[src/rtl/audio_frm_pkg.sv]
// rtl/audio_frm_pkg.sv - shared constants and state encoding for the audio frame reader
package audio_frm_pkg;

  localparam int DATA_W_DEF  = 16;
  localparam int LEN_W_DEF   = 11;
  localparam int TIMEOUT_DEF = 64;
  localparam int FRAME_CNT_W = 16;

  typedef enum logic [1:0] {
    IDLE = 2'd0,
    RUN  = 2'd1,
    PAD  = 2'd2
  } frm_state_e;

endpackage

[src/rtl/frm_out_stage.sv]
// rtl/frm_out_stage.sv - single-entry output register with load/hold/valid handling
module frm_out_stage
  import audio_frm_pkg::*;
#(
  parameter int DATA_W = DATA_W_DEF
) (
  input  logic              clk,
  input  logic              rst,
  input  logic              load,
  input  logic [DATA_W-1:0] load_data,
  input  logic              load_sof,
  input  logic              load_eof,
  input  logic              m_rdy,
  output logic              out_free,
  output logic              m_vld,
  output logic [DATA_W-1:0] m_data,
  output logic              m_sof,
  output logic              m_eof
);

  logic              vld_q, vld_d;
  logic [DATA_W-1:0] data_q, data_d;
  logic              sof_q, sof_d;
  logic              eof_q, eof_d;

  assign out_free = !vld_q || m_rdy;

  // Contents only change on a load, so data and markers hold while stalled.
  always_comb begin
    vld_d  = vld_q;
    data_d = data_q;
    sof_d  = sof_q;
    eof_d  = eof_q;
    if (load) begin
      vld_d  = 1'b1;
      data_d = load_data;
      sof_d  = load_sof;
      eof_d  = load_eof;
    end else if (m_rdy) begin
      vld_d = 1'b0;
    end
  end

  always_ff @(posedge clk) begin
    if (rst) begin
      vld_q  <= 1'b0;
      data_q <= '0;
      sof_q  <= 1'b0;
      eof_q  <= 1'b0;
    end else begin
      vld_q  <= vld_d;
      data_q <= data_d;
      sof_q  <= sof_d;
      eof_q  <= eof_d;
    end
  end

  assign m_vld  = vld_q;
  assign m_data = data_q;
  assign m_sof  = sof_q;
  assign m_eof  = eof_q;

endmodule

[src/rtl/audio_frame_reader.sv]
// rtl/audio_frame_reader.sv - pops the read-side FIFO and frames samples with sof/eof,
// zero-padding a frame when the FIFO starves mid-frame
module audio_frame_reader
  import audio_frm_pkg::*;
#(
  parameter int DATA_W  = DATA_W_DEF,
  parameter int LEN_W   = LEN_W_DEF,
  parameter int TIMEOUT = TIMEOUT_DEF
) (
  input  logic                   rd_clk,
  input  logic                   rd_rst,
  input  logic                   cfg_en,
  input  logic [LEN_W-1:0]       cfg_frame_len,
  input  logic                   fifo_rd_vld,
  input  logic [DATA_W-1:0]      fifo_rd_data,
  output logic                   fifo_rd_en,
  output logic                   m_vld,
  input  logic                   m_rdy,
  output logic [DATA_W-1:0]      m_data,
  output logic                   m_sof,
  output logic                   m_eof,
  output logic [FRAME_CNT_W-1:0] frame_cnt,
  output logic                   underrun,
  output logic                   busy
);

  localparam int TMR_W = $clog2(TIMEOUT + 1);

  frm_state_e               state_q, state_d;
  logic [LEN_W-1:0]         len_q, len_d;
  logic [LEN_W-1:0]         idx_q, idx_d;
  logic [TMR_W-1:0]         timer_q, timer_d;
  logic [FRAME_CNT_W-1:0]   frame_cnt_q, frame_cnt_d;
  logic                     underrun_q, underrun_d;

  logic                     out_free;
  logic                     load;
  logic [DATA_W-1:0]        ld_data;
  logic                     ld_sof;
  logic                     ld_eof;
  logic [LEN_W-1:0]         len_cfg;

  assign len_cfg = (cfg_frame_len == '0) ? LEN_W'(1) : cfg_frame_len;

  // Gated by reset so a reset cycle never consumes a FIFO entry.
  assign fifo_rd_en = !rd_rst && (state_q == RUN) && fifo_rd_vld && out_free;

  always_comb begin
    state_d     = state_q;
    len_d       = len_q;
    idx_d       = idx_q;
    timer_d     = timer_q;
    underrun_d  = 1'b0;
    load        = 1'b0;
    ld_data     = '0;
    ld_sof      = (idx_q == '0);
    ld_eof      = (idx_q == len_q - 1'b1);
    frame_cnt_d = frame_cnt_q;
    if (m_vld && m_rdy && m_eof) begin
      frame_cnt_d = frame_cnt_q + 1'b1;
    end

    case (state_q)
      IDLE: begin
        if (cfg_en) begin
          state_d = RUN;
          len_d   = len_cfg;
          idx_d   = '0;
          timer_d = '0;
        end
      end
      RUN: begin
        if (fifo_rd_en) begin
          load    = 1'b1;
          ld_data = fifo_rd_data;
          timer_d = '0;
          idx_d   = idx_q + 1'b1;
          if (ld_eof) begin
            idx_d = '0;
            if (cfg_en) len_d = len_cfg;
            else        state_d = IDLE;
          end
        end else if ((idx_q != '0) && !fifo_rd_vld) begin
          // Waiting at idx==0 never counts, so gaps between frames are not padded.
          if (timer_q == TMR_W'(TIMEOUT - 1)) begin
            state_d    = PAD;
            underrun_d = 1'b1;
            timer_d    = '0;
          end else begin
            timer_d = timer_q + 1'b1;
          end
        end
      end
      PAD: begin
        if (out_free) begin
          load  = 1'b1;
          idx_d = idx_q + 1'b1;
          if (ld_eof) begin
            idx_d = '0;
            if (cfg_en) begin
              state_d = RUN;
              len_d   = len_cfg;
            end else begin
              state_d = IDLE;
            end
          end
        end
      end
      default: state_d = IDLE;
    endcase
  end

  always_ff @(posedge rd_clk) begin
    if (rd_rst) begin
      state_q     <= IDLE;
      len_q       <= LEN_W'(1);
      idx_q       <= '0;
      timer_q     <= '0;
      frame_cnt_q <= '0;
      underrun_q  <= 1'b0;
    end else begin
      state_q     <= state_d;
      len_q       <= len_d;
      idx_q       <= idx_d;
      timer_q     <= timer_d;
      frame_cnt_q <= frame_cnt_d;
      underrun_q  <= underrun_d;
    end
  end

  frm_out_stage #(.DATA_W(DATA_W)) u_out (
    .clk       (rd_clk),
    .rst       (rd_rst),
    .load      (load),
    .load_data (ld_data),
    .load_sof  (ld_sof),
    .load_eof  (ld_eof),
    .m_rdy     (m_rdy),
    .out_free  (out_free),
    .m_vld     (m_vld),
    .m_data    (m_data),
    .m_sof     (m_sof),
    .m_eof     (m_eof)
  );

  assign frame_cnt = frame_cnt_q;
  assign underrun  = underrun_q;
  assign busy      = (state_q != IDLE);

endmodule

[config.mk]
export PLATFORM = sky130hd
export DESIGN_NAME = audio_frame_reader
export DESIGN_NICKNAME = d
export VERILOG_FILES = /design/src/rtl/audio_frm_pkg.sv /design/src/rtl/frm_out_stage.sv /design/src/rtl/audio_frame_reader.sv
export SDC_FILE = /design/constraint.sdc
export NUM_CORES = 1
export LEC_CHECK = 0
export CAP_MARGIN = 5
export CORE_MARGIN = 3
export CORE_UTILIZATION = 56
export CTS_CLUSTER_SIZE = 28
export DETAILED_ROUTE_END_ITERATION = 8
export HOLD_SLACK_MARGIN = 0.12
export PLACE_DENSITY_LB_ADDON = 0.1
export SKIP_LAST_GASP = 1
export SLEW_MARGIN = 20
export SYNTH_ARGS = -nofsm -noshare
export SYNTH_HDL_FRONTEND = slang
export SYNTH_SLANG_ARGS = --single-unit
[constraint.sdc]
create_clock -name rd_clk -period 4.5 [get_ports rd_clk]
set_clock_uncertainty 0.05 [all_clocks]
set_input_delay 0.9 -clock rd_clk [delete_from_list [all_inputs] [get_ports rd_clk]]
set_output_delay 0.9 -clock rd_clk [all_outputs]
set_load 0.02 [all_outputs]
==> results_dict.tcl <==
set metrics [dict create \
    drive_above_1_share_pct 5.98 \
    num_vias 3102 \
    rows 28 \
    worstMarginPinSlew_ns 0.870 \
    synthTopCellsByCount "67 x dfxtp_1, 52 x nor2_1, 25 x nand2_1" \
    holdBufCountCts 0 \
    arrival_ns 2.36 \
    seqPwrFrac_pct 36.0 \
    clock-sinks 67 \
    max_freq_mhz 302 \
    postSynthNetCount 452 \
    ys_warn_count 0 \
    clkTransAtPathRegs_ns 0.07 \
    yosysTopAreaCellShare_pct 38.8 \
    gp_congestion 0.862 \
    yosysTopAreaCell "dfxtp_1" \
    drv_slew 0 \
    drc_errors 0 \
    internal_power_w 0.00124 \
    path_max_fanout 4 \
    async_reset_ff_share_pct 0 \
    io_pins 70 \
    cts_tree "built" \
    drtAntennaViolNets 0 \
    crit_buf_inv 2 \
    start_kind "input port" \
    post_cts_resized 0 \
    crit_type "in -> out" \
    yosysUniqueCellTypes 54 \
    fin_crit_ns 3.31 \
    worst_path_largest_cell_delay_ns 0.62 \
    whs_ns 0.428 \
    viasPerCell 5.71 \
    clock_power_share_pct 29.4 \
    combPwrFrac_pct 34.6 \
    grt_max_degree 62 \
    postPlaceCellArea_um2 4110 \
    relSlewSlack_pct 41.8 \
    path_delay_family "buffers and inverters" \
    yosysMostFrequentCell "dfxtp_1" \
    seq_area_um2 1340 \
    area_delta_synth_final_pct 25.4 \
    cts_inserted_buffers 9 \
    io_buffer_count 69 \
    postCtsSetupRepairBufs 0 \
    antenna_found_initial 0 \
    setup-tns-final_ns 0 \
    grt_pass1_wl_um 14200 \
    synthFlopType "dfxtp_1" \
    track_usage_pct 24.1 \
    fin_cells 543 \
    netlist_instances 411 \
    synth_edf_count 0 \
    hold_viol 0 \
    wire_per_inst_um 15.3 \
    ys_seq_area_share_pct 38.8 \
    drv_cap 0 \
    setup_violations 0 \
    start_util_pct 58.1 \
    p_switching_w 0.000690 \
    core_area_um2 5960 \
    fin_nets 504 \
    die_w_um 84.6 \
    syn_area_per_cell_um2 8.42 \
    grt_overflow_total 0 \
    placed_cells 527 \
    cp_common_cell "clkdlybuf4s50_1" \
    drt_iter0_drc 196 \
    hold_class "reg -> reg" \
    critPathCaptureType "output port" \
    synth_area_leaders "dfxtp_1 39%, nor2_1 5.6%, xor2_1 5.1%" \
    syn-cell-area_um2 3460 \
    cts-root-buf "clkbuf_8" \
    worst_ep_required_time_ns 3.55 \
    synth_seq_cells 67 \
    diodes 0 \
    p_leak_nw 1.53 \
    firstDrtPassIters 4 \
    grt_pass1_vias 3077 \
    multi_input_area_um2 1930 \
    clock_path_buffers 2 \
    clk_latency_ns 0.34 \
    power_density_nw_per_um2 445 \
    path_cells "clkdlybuf4s50_1 > nand2b_1 > and3_1 > clkdlybuf4s50_1" \
    nFillCells 483 \
    switching_share_pct 35.7 \
    dieArea_um2 7160 \
    peakVddDrop_mv 0.261 \
    place.detailed.hpwl_um 5960 \
    dieHeight_um 84.6 \
    htreeDepth 3 \
    cp_slowest_cell "clkdlybuf4s50_1" \
    post-route-period-util_pct 73.5 \
    fin_area_um2 4340 \
    rsz0062_at_grt "no" \
    routed_wl_um 8330 \
    status "completed" \
]
[kinds of logic after synthesis]
kind of cell / share of synthesized area, %
AND/OR/NAND/NOR: 24.4
AO/OA/AOI/OAI: 17.4
flip-flops: 38.8
buffers and inverters: 5.35
XOR/XNOR: 9.11
adder cells (fa/ha/maj): 3.26
multiplexers: 1.77
[worst reg2reg max path, delay by kind of cell, from the launching register on]
kind / cells / cell delay, ns
flops: 1 / 0.48
fa+ha+maj: 1 / 0.31
buf+inv: 1 / 0.09
compound gates: 6 / 1.96
xor+xnor: 1 / 0.16
[routing by layer]
metal	vias to the layer above	track usage, %	share of wire (%)	wire length (um)
li1	1559	-	-	-
met1	1426	30.1	44	3660
met2	93	37.7	46	3830
met3	24	8.54	7.3	607
met4	0	10.4	2.8	230
met5	-	0	0	0
[layout by cell type, fill, tap and decap left out, types with 7 or more instances in the layout]
cell type        netlist  layout
nand2_1               25      25
nand3_1               19      19
ha_1                   9       9
xnor2_1               16      16
clkdlybuf4s50_1        0      68
or3_1                  7       7
a22oi_1               16      16
nor4_1                 7       7
nor2_1                52      52
and3_1                 8       8
inv_1                 13      13
o21ai_1               11      11
xor2_1                20      20
nand4_1                7       7
clkbuf_8               0      11
nor3_1                12      12
o21ai_0               11      11
a21oi_1               20      20
dfxtp_1               67      67
[worst paths after layout]
kind / slack, ns / from / cells after the start / to
worst max-delay path: 1.19 / m_rdy / 4 / fifo_rd_en
worst min-delay path: 0.43 / timer_q[6]$_SDFFE_PP0P_ / 1 / timer_q[6]$_SDFFE_PP0P_
worst max register to register: 1.30 / len_q[0]$_SDFFE_PP1P_ / 9 / idx_q[6]$_SDFFE_PP0P_
worst min register to register: 0.43 / timer_q[6]$_SDFFE_PP0P_ / 1 / timer_q[6]$_SDFFE_PP0P_
[final cells by class]
type,count,area share (%)
clock buffer,12,3.58
clock inverter,4,1.67
inverter,13,1.12
multi-input combinational,302,44.6
sequential,67,30.9
tap,75,2.16
timing repair buffer,70,16.0
[flip-flops by register name, indices dropped and copies added, names as in the netlist]
signal        count
state_q           2
frame_cnt        16
len_q            11
underrun          1
u_out.m_eof       1
u_out.m_data     16
u_out.m_sof       1
u_out.m_vld       1
idx_q            11
timer_q           7
[power by group through the flow]
stage	sequential (W)	clock (W)	combinational, W
finish	0.000696	0.000567	0.000668
global route	0.000702	0.000604	0.000732
CTS	0.000693	0.000576	0.000665
detailed placement	0.000707	0	0.000661
global placement	0.000705	0	0.000644
floorplan	0.000697	0	0.000528
[metrics by stage]
step	util, %	setup WS [ns]	power, W
4_1_cts	72.8	1.18	0.00193
6_report	72.8	1.19	0.00193
5_1_grt	72.8	1.04	0.00204
2_1_floorplan	-	1.73	0.00122
3_5_place_dp	69.0	0.956	0.00137
3_3_place_gp	69.0	1.05	0.00135
No activity file was read; power rests on OpenSTA's default activity.
